File: config.mk
export PLATFORM = sky130hd
export DESIGN_NAME = mem_access_stage
export DESIGN_NICKNAME = d
export VERILOG_FILES = /design/src/rtl/mem_access_stage_pkg.sv /design/src/rtl/mem_access_stage_mem_wait_timer.sv /design/src/rtl/mem_access_stage.sv
export SDC_FILE = /design/constraint.sdc
export NUM_CORES = 1
export LEC_CHECK = 0
export BUFFER_PORTS_ARGS = -buffer_cell sky130_fd_sc_hd__buf_2
export CAP_MARGIN = 10
export CORE_UTILIZATION = 44
export CTS_CLUSTER_DIAMETER = 50
export DETAILED_ROUTE_END_ITERATION = 12
export PLACE_DENSITY_LB_ADDON = 0.05
export SETUP_SLACK_MARGIN = 0.2
export SYNTH_ARGS = -nofsm -noshare
export SYNTH_HDL_FRONTEND = slang
export SYNTH_HIERARCHICAL = 1
export SYNTH_SLANG_ARGS = --single-unit
File: constraint.sdc
create_clock -name clk -period 4 [get_ports clk]
set_input_delay 0.4 -clock clk [delete_from_list [all_inputs] [get_ports clk]]
set_output_delay 0.4 -clock clk [all_outputs]
set_load 0.03 [all_outputs]
File: src/rtl/mem_access_stage_pkg.sv
// Shared types and widths for the memory-access stage of the MIPS pipeline.
package mem_access_stage_pkg;

    localparam int WORD_W = 32;
    localparam int REG_W  = 5;

    typedef enum logic {
        IDLE,
        BUSY
    } state_t;

    typedef struct packed {
        logic                     mem_to_reg;
        logic [REG_W-1:0]         write_reg;
        logic signed [WORD_W-1:0] alu_result;
    } ctrl_t;

endpackage

File: src/rtl/mem_access_stage_mem_wait_timer.sv
// Loadable wait counter for an outstanding memory access; flags timeout once
// the count equals MAX_WAIT.
module mem_wait_timer #(
    parameter int MAX_WAIT = 15,
    parameter int CNT_W    = 8
) (
    input  logic             clk,
    input  logic             rst,
    input  logic             clear,
    input  logic             load,
    input  logic             enable,
    input  logic [CNT_W-1:0] load_value,
    output logic             timeout
);

    logic [CNT_W-1:0] count;

    always_ff @(posedge clk or posedge rst) begin
        if (rst) begin
            count <= '0;
        end else if (clear) begin
            count <= '0;
        end else if (load) begin
            count <= load_value;
        end else if (enable) begin
            count <= count + 1'b1;
        end
    end

    assign timeout = (count == CNT_W'(MAX_WAIT));

endmodule

File: src/rtl/mem_access_stage.sv
// Memory-access stage: issues loads/stores to word-addressed data memory via
// req/ack, stalls upstream while busy, and registers results for MEM/WB.
module mem_access_stage
    import mem_access_stage_pkg::*;
#(
    parameter int MEM_DEPTH = 55001,
    parameter int MAX_WAIT  = 15
) (
    input  logic                     clk,
    input  logic                     rst,
    input  logic                     in_valid,
    input  logic                     in_mem_read,
    input  logic                     in_mem_write,
    input  logic                     in_mem_to_reg,
    input  logic signed [WORD_W-1:0] in_alu_result,
    input  logic signed [WORD_W-1:0] in_store_data,
    input  logic [REG_W-1:0]         in_write_reg,
    input  logic                     flush,
    output logic                     stall,
    output logic                     mem_req,
    output logic                     mem_we,
    output logic [WORD_W-1:0]        mem_addr,
    output logic [WORD_W-1:0]        mem_wdata,
    input  logic                     mem_ack,
    input  logic signed [WORD_W-1:0] mem_rdata,
    output logic                     out_valid,
    output logic                     out_mem_to_reg,
    output logic signed [WORD_W-1:0] out_read_data,
    output logic signed [WORD_W-1:0] out_alu_result,
    output logic [REG_W-1:0]         out_write_reg,
    output logic                     err
);

    state_t state, next_state;
    ctrl_t  ctrl_q;
    logic   load_q;
    logic   accept, is_mem, addr_ok;
    logic   start_mem, finish_plain, mem_done, mem_timeout;
    logic   timer_timeout;

    mem_wait_timer #(.MAX_WAIT(MAX_WAIT), .CNT_W(8)) u_timer (
        .clk        (clk),
        .rst        (rst),
        .clear      (mem_done || mem_timeout),
        .load       (start_mem),
        .enable     (state == BUSY),
        .load_value (8'd1),
        .timeout    (timer_timeout)
    );

    assign stall   = (state == BUSY);
    assign mem_req = (state == BUSY);

    always_ff @(posedge clk or posedge rst) begin
        if (rst) begin
            state <= IDLE;
        end else begin
            state <= next_state;
        end
    end

    // Negative addresses are out of range just like ones past the top.
    always_comb begin
        next_state   = state;
        start_mem    = 1'b0;
        finish_plain = 1'b0;
        mem_done     = 1'b0;
        mem_timeout  = 1'b0;
        accept       = in_valid && !flush;
        is_mem       = in_mem_read || in_mem_write;
        addr_ok      = !in_alu_result[WORD_W-1] && (in_alu_result < MEM_DEPTH);
        case (state)
            IDLE: begin
                if (accept) begin
                    if (is_mem && addr_ok) begin
                        start_mem  = 1'b1;
                        next_state = BUSY;
                    end else begin
                        finish_plain = 1'b1;
                    end
                end
            end
            BUSY: begin
                if (mem_ack) begin
                    mem_done   = 1'b1;
                    next_state = IDLE;
                end else if (timer_timeout) begin
                    mem_timeout = 1'b1;
                    next_state  = IDLE;
                end
            end
        endcase
    end

    always_ff @(posedge clk or posedge rst) begin
        if (rst) begin
            ctrl_q         <= '0;
            load_q         <= 1'b0;
            mem_we         <= 1'b0;
            mem_addr       <= '0;
            mem_wdata      <= '0;
            out_valid      <= 1'b0;
            out_mem_to_reg <= 1'b0;
            out_read_data  <= '0;
            out_alu_result <= '0;
            out_write_reg  <= '0;
            err            <= 1'b0;
        end else begin
            out_valid <= 1'b0;
            if (start_mem) begin
                mem_addr   <= in_alu_result;
                mem_wdata  <= in_store_data;
                mem_we     <= in_mem_write;
                load_q     <= in_mem_read && !in_mem_write;
                ctrl_q     <= '{mem_to_reg: in_mem_to_reg,
                                write_reg:  in_write_reg,
                                alu_result: in_alu_result};
            end
            if (finish_plain) begin
                out_valid      <= 1'b1;
                out_mem_to_reg <= in_mem_to_reg;
                out_alu_result <= in_alu_result;
                out_write_reg  <= in_write_reg;
                if (is_mem) begin
                    out_read_data <= '0;
                    err           <= 1'b1;
                end
            end
            // Completion of an outstanding access, by ack or by timeout.
            if (mem_done || mem_timeout) begin
                out_valid      <= 1'b1;
                out_mem_to_reg <= ctrl_q.mem_to_reg;
                out_alu_result <= ctrl_q.alu_result;
                out_write_reg  <= ctrl_q.write_reg;
                if (mem_timeout) begin
                    out_read_data <= '0;
                    err           <= 1'b1;
                end else if (load_q) begin
                    out_read_data <= mem_rdata;
                end
            end
        end
    end

endmodule
# [After elaboration in Yosys (flattened, before gate mapping)]
# Index checks and enable logic that the tools add are counted.
[totals] register_bits=153 elab_cells=63 input_bits=109
[op_classes] reduce_logical=11 n_addsub=1 order_cmp=1 mux=34 bitwise=1 n_eq_ne=1
[op_table] operator="2-to-1 mux 32 bit" count=7
[op_table] operator="< comparator 32 x 17 -> 1 bit, second input constant" count=1
[op_table] operator="2-to-1 mux 8 bit" count=3
[op_table] operator="2-to-1 mux 1 bit" count=21
[op_table] operator="2-to-1 mux 5 bit" count=2
[op_table] operator="adder 8 x 1 -> 8 bit, second input constant" count=1
[op_table] operator="== test 8 x 4 -> 1 bit, second input constant" count=1
[op_table] operator="logical AND 1 bit" count=4
[op_table] operator="zero test 1 bit" count=3
[op_table] operator="nonzero test 3 bit" count=1
[op_table] operator="logical OR 1 bit" count=2
[op_table] operator="case mux 1 bit (2 select lines)" count=1
[op_table] operator="nonzero test 2 bit" count=1
[op_table] operator="NOT 1 bit" count=1

# [Longest topological paths before layout]
[depth] word_depth=10 mapped_depth=9

# [Cells and area by module]
# The synthesis kept the hierarchy.
[modules_own_cells] mod="mem_access_stage" seq_area_each_um2=3628.5 n_inst=1 area_each_um2=5875.6 cells_each=439
[modules_own_cells] mod="mem_wait_timer" seq_area_each_um2=200.2 n_inst=1 area_each_um2=465.4 cells_each=51

# [Worst setup path after synthesis]
# No wires, ideal clock.
[synth_path] path_type="reg2reg" startpoint="reg u_timer.count[0]" endpoint="reg u_timer.count[5]" path_slack_ns=1.608 arrival_time_ns=2.254 period_less_slack_ns=2.392 path_stages_with_launch=10 cell_sequence="dfrtp_1 > ha_1 > nand4b_1 > nor4_1 > o21ai_1 > inv_1 > clkbuf_1 > clkbuf_1 > buf_1 > a221oi_1"
[synth_via] elab_chain_cells=6 word_cells_on_any_way=10
[synth_lines] element="start: declaration" line_no="mem_access_stage_mem_wait_timer.sv:16" source="logic [CNT_W-1:0] count;"
[synth_lines] element="start signal: assignment" line_no="mem_access_stage_mem_wait_timer.sv:24" source="count <= load_value;"
[synth_lines] element="start signal: assignment" line_no="mem_access_stage_mem_wait_timer.sv:26" source="count <= count + 1'b1;"
[synth_lines] element="== test 8 x 4 -> 1 bit *" line_no="mem_access_stage_mem_wait_timer.sv:30" source="assign timeout = (count == CNT_W'(MAX_WAIT));"
[synth_lines] element="net timer_timeout" line_no="mem_access_stage.sv:39" source="logic timer_timeout;"
[synth_lines] element="2-to-1 mux 1 bit *" line_no="mem_access_stage.sv:87" source="end else if (timer_timeout) begin"
[synth_lines] element="2-to-1 mux 1 bit *" line_no="mem_access_stage.sv:84" source="if (mem_ack) begin"
[synth_lines] element="2-to-1 mux 1 bit *" line_no="mem_access_stage.sv:72" source="case (state)"
[synth_lines] element="logical OR 1 bit *" line_no="mem_access_stage.sv:44" source=".clear (mem_done || mem_timeout),"
[synth_lines] element="nonzero test 3 bit (no source line) / 2-to-1 mux 8 bit (equally long branches)"
# Mark *: on every way through the listed nets, which the timed path passes. The rest lies on a longest branch. The select of a mux whose other input is x is not followed.
# A chain may end at the register's enable or synchronous reset.

# [Final worst setup path]
[layout_path] startpoint="in in_alu_result[13]" endpoint="reg out_alu_result[27]"
[layout_via] elab_chain_cells=7
[layout_lines] element="start: declaration" line_no="mem_access_stage.sv:15" source="input logic signed [WORD_W-1:0] in_alu_result,"
[layout_lines] element="< comparator 32 x 17 -> 1 bit" line_no="mem_access_stage.sv:71" source="addr_ok = !in_alu_result[WORD_W-1] && (in_alu_result < MEM_DEPTH);"
[layout_lines] element="logical AND 1 bit" line_no="mem_access_stage.sv:71"
[layout_lines] element="logical AND 1 bit" line_no="mem_access_stage.sv:75" source="if (is_mem && addr_ok) begin"
[layout_lines] element="2-to-1 mux 1 bit" line_no="mem_access_stage.sv:75"
[layout_lines] element="2-to-1 mux 1 bit" line_no="mem_access_stage.sv:74" source="if (accept) begin"
[layout_lines] element="2-to-1 mux 1 bit" line_no="mem_access_stage.sv:72"
[layout_lines] element="nonzero test 2 bit (no source line)"
[layout_lines] element="end signal: assignment" line_no="mem_access_stage.sv:122" source="out_alu_result <= in_alu_result;"
[layout_lines] element="end signal: assignment" line_no="mem_access_stage.sv:133" source="out_alu_result <= ctrl_q.alu_result;"
[layout_lines] element="end: declaration" line_no="mem_access_stage.sv:29" source="output logic signed [WORD_W-1:0] out_alu_result,"
# Every way passes these cells.

==> PnR_summary.wiki <==
{| class="wikitable"
! Metric !! Value
|-
| Total via count after detailed routing || 4,775
|-
| Clock input transition at the sequential cells of the worst setup and hold paths || 60 ps
|-
| Overall routed net length || 15,700 um
|-
| Post-CTS setup buffers || 0
|-
| Post-synthesis instance area || 0.00634 mm^2
|-
| Cell Rows || 43
|-
| I/O Pins || 248
|-
| Net switching power || 881 uW
|-
| Critical Path Sink Type || register
|-
| Worst hold path endpoint || out_read_data[0]$_DFF_PP0_
|-
| Count of state elements after synthesis || 153
|-
| Max Transition Viols Final || 0
|-
| Average instance area after synthesis || 12.9 um^2
|-
| Hold path startpoint || mem_rdata[0]
|-
| Worst path bufs/invs || 2
|-
| # diodes || 0
|-
| Register share of total power || 46.3%
|-
| Power per cell area || 431 mW/mm^2
|-
| Maximum number of pins on one net before global-route repair || 61
|-
| Multi-input gate area in the final layout || 0.00214 mm^2
|-
| Worst-Margin Slew || 1160 ps
|-
| Minimum setup slack among reg-to-reg paths || between 1000 and 1500 ps
|-
| Routed length on met3 || 1160 um
|-
| Sink Count || 153
|-
| Number of distinct standard cells referenced by the synthesized netlist || between 40 and 50
|-
| Number of buffers between clock root and the deepest sink || 2
|-
| Clock period minus worst slack || 2620 ps
|-
| Worst Setup Start Kind || input port
|-
| Synthesis-to-finish area growth || 28.4%
|-
| Fill cells || ~1,200
|-
| Relative max-transition margin || 22.4%
|-
| Library cell contributing the largest single delay on the critical path || sky130_fd_sc_hd__and2_1
|-
| Area of the core || 0.0140 mm^2
|-
| Die area || 0.0149 mm^2
|-
| Iteration-0 DRC count of the detailed router || 198
|-
| Initial antenna violation count || 0
|-
| Asr flop ratio synth || 100%
|-
| Crit path max fanout || 27
|-
| Worst setup path category || input port to register
|-
| Share of cells above drive strength 1 || 49.0%
|-
| Logic pwr share || 9.6%
|-
| Post-synth top area cell || sky130_fd_sc_hd__dfrtp_1
|-
| Via count of the first global-routing pass || ~4,600
|-
| Total global routing overflow || 0
|-
| Starting density of the core || 45.3%
|-
| Flip-flop count of the largest register, all copies and words added || 38
|-
| Post-DP HPWL || ~11,000 um
|-
| Run status || finished, final reports clean
|-
| Startpoint of the most critical register-to-register path || u_timer/count[0]$_DFFE_PP0P_
|-
| Number of cells on the worst reg-to-reg path || 8
|-
| Post-Route M1 WL || 6730 um
|-
| Die X || about 120 um
|-
| Sequential cell area in the final layout || roughly 0.0038 mm^2
|-
| Leak Pwr || 0.00442 uW
|-
| Peak Freq || about 380 MHz
|-
| CTS root buf || sky130_fd_sc_hd__clkbuf_16
|-
| Routed len/inst || 17.4 um
|-
| CP Cell Sequence || buf_2 > and4b_1 > nand3_1 > o311ai_1 > and2_1 > buf_4 > o21ai_0
|-
| Final worst clock skew || ~7.1 ps
|-
| Final WS setup || around 1400 ps
|-
| Detailed-routing iteration count for the pre-antenna-repair pass || 6
|-
| Via density || roughly 5.3
|-
| Number of nets in the layout || 820
|-
| Number of warnings printed during yosys synthesis || 6
|-
| Chip Height || 122 um
|-
| Share of Yosys cell area claimed by the top area cell type || around three fifths
|-
| Type of the worst min-delay path || input port to register
|-
| Post-synth EDFFs || 0
|-
| Proportion of synthesized chip area in sequential cells || 60.4%
|-
| Highest metal layer with signal wires || met4
|-
| Maximum vdd ir drop || 0.000297 V
|-
| Top register by number of flip-flops || ctrl_q
|-
| Hold Violations, Final || 0
|-
| Number of max-cap violations || 0
|-
| Overall global routing resource usage || 21.7%
|-
| Final weighted congestion of routability-driven global placement || between 0.7 and 0.8
|-
| Int Power || 2630 uW
|-
| Instance count along the most critical hold path || 2
|-
| Synthesized instance count || 490
|-
| Worst reg2reg path endpoint || out_alu_result[12]$_DFFE_PP0P_
|-
| Global-route wire length before repair || between 20,000 and 25,000 um
|-
| Ys flop type || sky130_fd_sc_hd__dfrtp_1
|-
| Highest cell delay on the worst timing path || around 950 ps
|-
| Fraction of power spent switching nets || 25.1%
|-
| Final setup viols || 0
|-
| Setup repair after global routing missed its margin || false
|-
| Final routed DRC violation total || 0
|-
| Number of CTS-inserted buffers || 17
|-
| Top cells by instance count after synthesis || sky130_fd_sc_hd__dfrtp_1, sky130_fd_sc_hd__mux2_2, sky130_fd_sc_hd__buf_4
|-
| Cell types occupying the most area after synthesis || sky130_fd_sc_hd__dfrtp_1, sky130_fd_sc_hd__mux2_2, sky130_fd_sc_hd__a22o_1
|-
| Critical path's top delay family || simple AND/OR/NAND/NOR gates
|-
| Port-buffer cells || 247
|-
| Met2 wire length || ~7500 um
|-
| Total Negative Setup Slacks || 0 ps
|-
| H-tree lvl count || 4
|-
| Worst slack at placement || 925 ps
|-
| Share of power burned in the clock network || 44.1%
|-
| Cell with the most instances after synthesis || sky130_fd_sc_hd__dfrtp_1
|-
| Fraction of the cycle the final worst path needs || between 60% and 70%
|-
| Insertion delay of the later-clocked pin in the worst-skew pair || 420 ps
|-
| CTS tree || yes
|-
| Count of nets left with antenna violations after detail routing || 0
|-
| Arrival time of the worst setup path || 2920 ps
|-
| Crit path required time || 4290 ps
|-
| Crit path from || in_alu_result[13]
|}
==> final cells by class <==
class,instances,area share [%]
clock inverters,11,1.17
well taps,180,2.77
flip-flops and latches,153,47.0
clock buffers,21,5.90
multi-input cells,272,26.3
inverters,8,0.415
repair buffers,258,16.5
==> metrics by stage <==
step	instances	hold WS, ps	cell area (um^2)	power, uW	utilization, %
floorplan	496	216	6370	1840	-
global placement	869	404	7540	1980	53.9
detailed placement	869	410	7540	1990	53.9
CTS	902	189	8130	3550	58.1
global route	903	197	8140	3630	58.2
finish	903	203	8140	3510	58.2
==> worst max-delay path by stage <==
stage	endpoint	slack, ps	cells past startpoint
2_1_floorplan	u_timer/count[5]$_DFFE_PP0P_	1610	9
3_3_place_gp	out_alu_result[21]$_DFFE_PP0P_	1050	7
3_5_place_dp	out_alu_result[18]$_DFFE_PP0P_	930	7
4_1_cts	out_alu_result[27]$_DFFE_PP0P_	1360	7
5_1_grt	out_alu_result[21]$_DFFE_PP0P_	1150	7
6_report	out_alu_result[27]$_DFFE_PP0P_	1380	7
==> power by group through the flow <==
stage	clock network, uW	logic [uW]	registers, uW
6_report	1550	335	1630
4_1_cts	1580	340	1630
2_1_floorplan	0	91.2	1750
5_1_grt	1640	363	1630
3_5_place_dp	0	338	1650
3_3_place_gp	0	333	1650
==> what timing repair did <==
| action | in CTS | in global routing |
|---|---|---|
| endpoints found under the hold margin | 8 | 0 |
| hold buffers | 1 | 0 |
| resized for setup | 0 | 0 |
==> layer usage <==
metal,vias to the layer above,GRT usage [%]
met2,190,33.9
met1,2372,28.2
met4,0,9.22
met3,23,6.37
li1,2190,-
met5,-,0
==> cells by family after synthesis <==
kind of cell | synth area share [%]
muxes | 10.1
adders and majority gates | 0.197
buffers and inverters | 6.63
xor gates and xnor gates | 0.552
other | 0.118
DFF | 60.4
and+or+nand+nor | 8.13
AOI/OAI and AO/OA | 13.9
==> layout by cell type (no fill, tap or decap), drive strengths merged, types with 2 or more instances in the layout <==
cell / Yosys / routed
nand3: 2 / 2
nor2b: 17 / 17
nor4: 4 / 4
a22oi: 16 / 16
a21oi: 3 / 3
o21ai: 21 / 21
nand4: 4 / 4
and2: 23 / 23
a211oi: 4 / 4
or3: 2 / 2
clkinvlp: 0 / 4
clkinv: 0 / 6
a22o: 32 / 32
dfrtp: 153 / 153
clkbuf: 15 / 21
inv: 8 / 8
conb: 2 / 8
mux2: 56 / 56
a311oi: 2 / 2
or4: 3 / 3
a221o: 23 / 23
buf: 48 / 257
nor2: 7 / 7
xor2: 4 / 4
a21o: 2 / 2
nand2: 24 / 24
(Power assumes the default switching activity.)
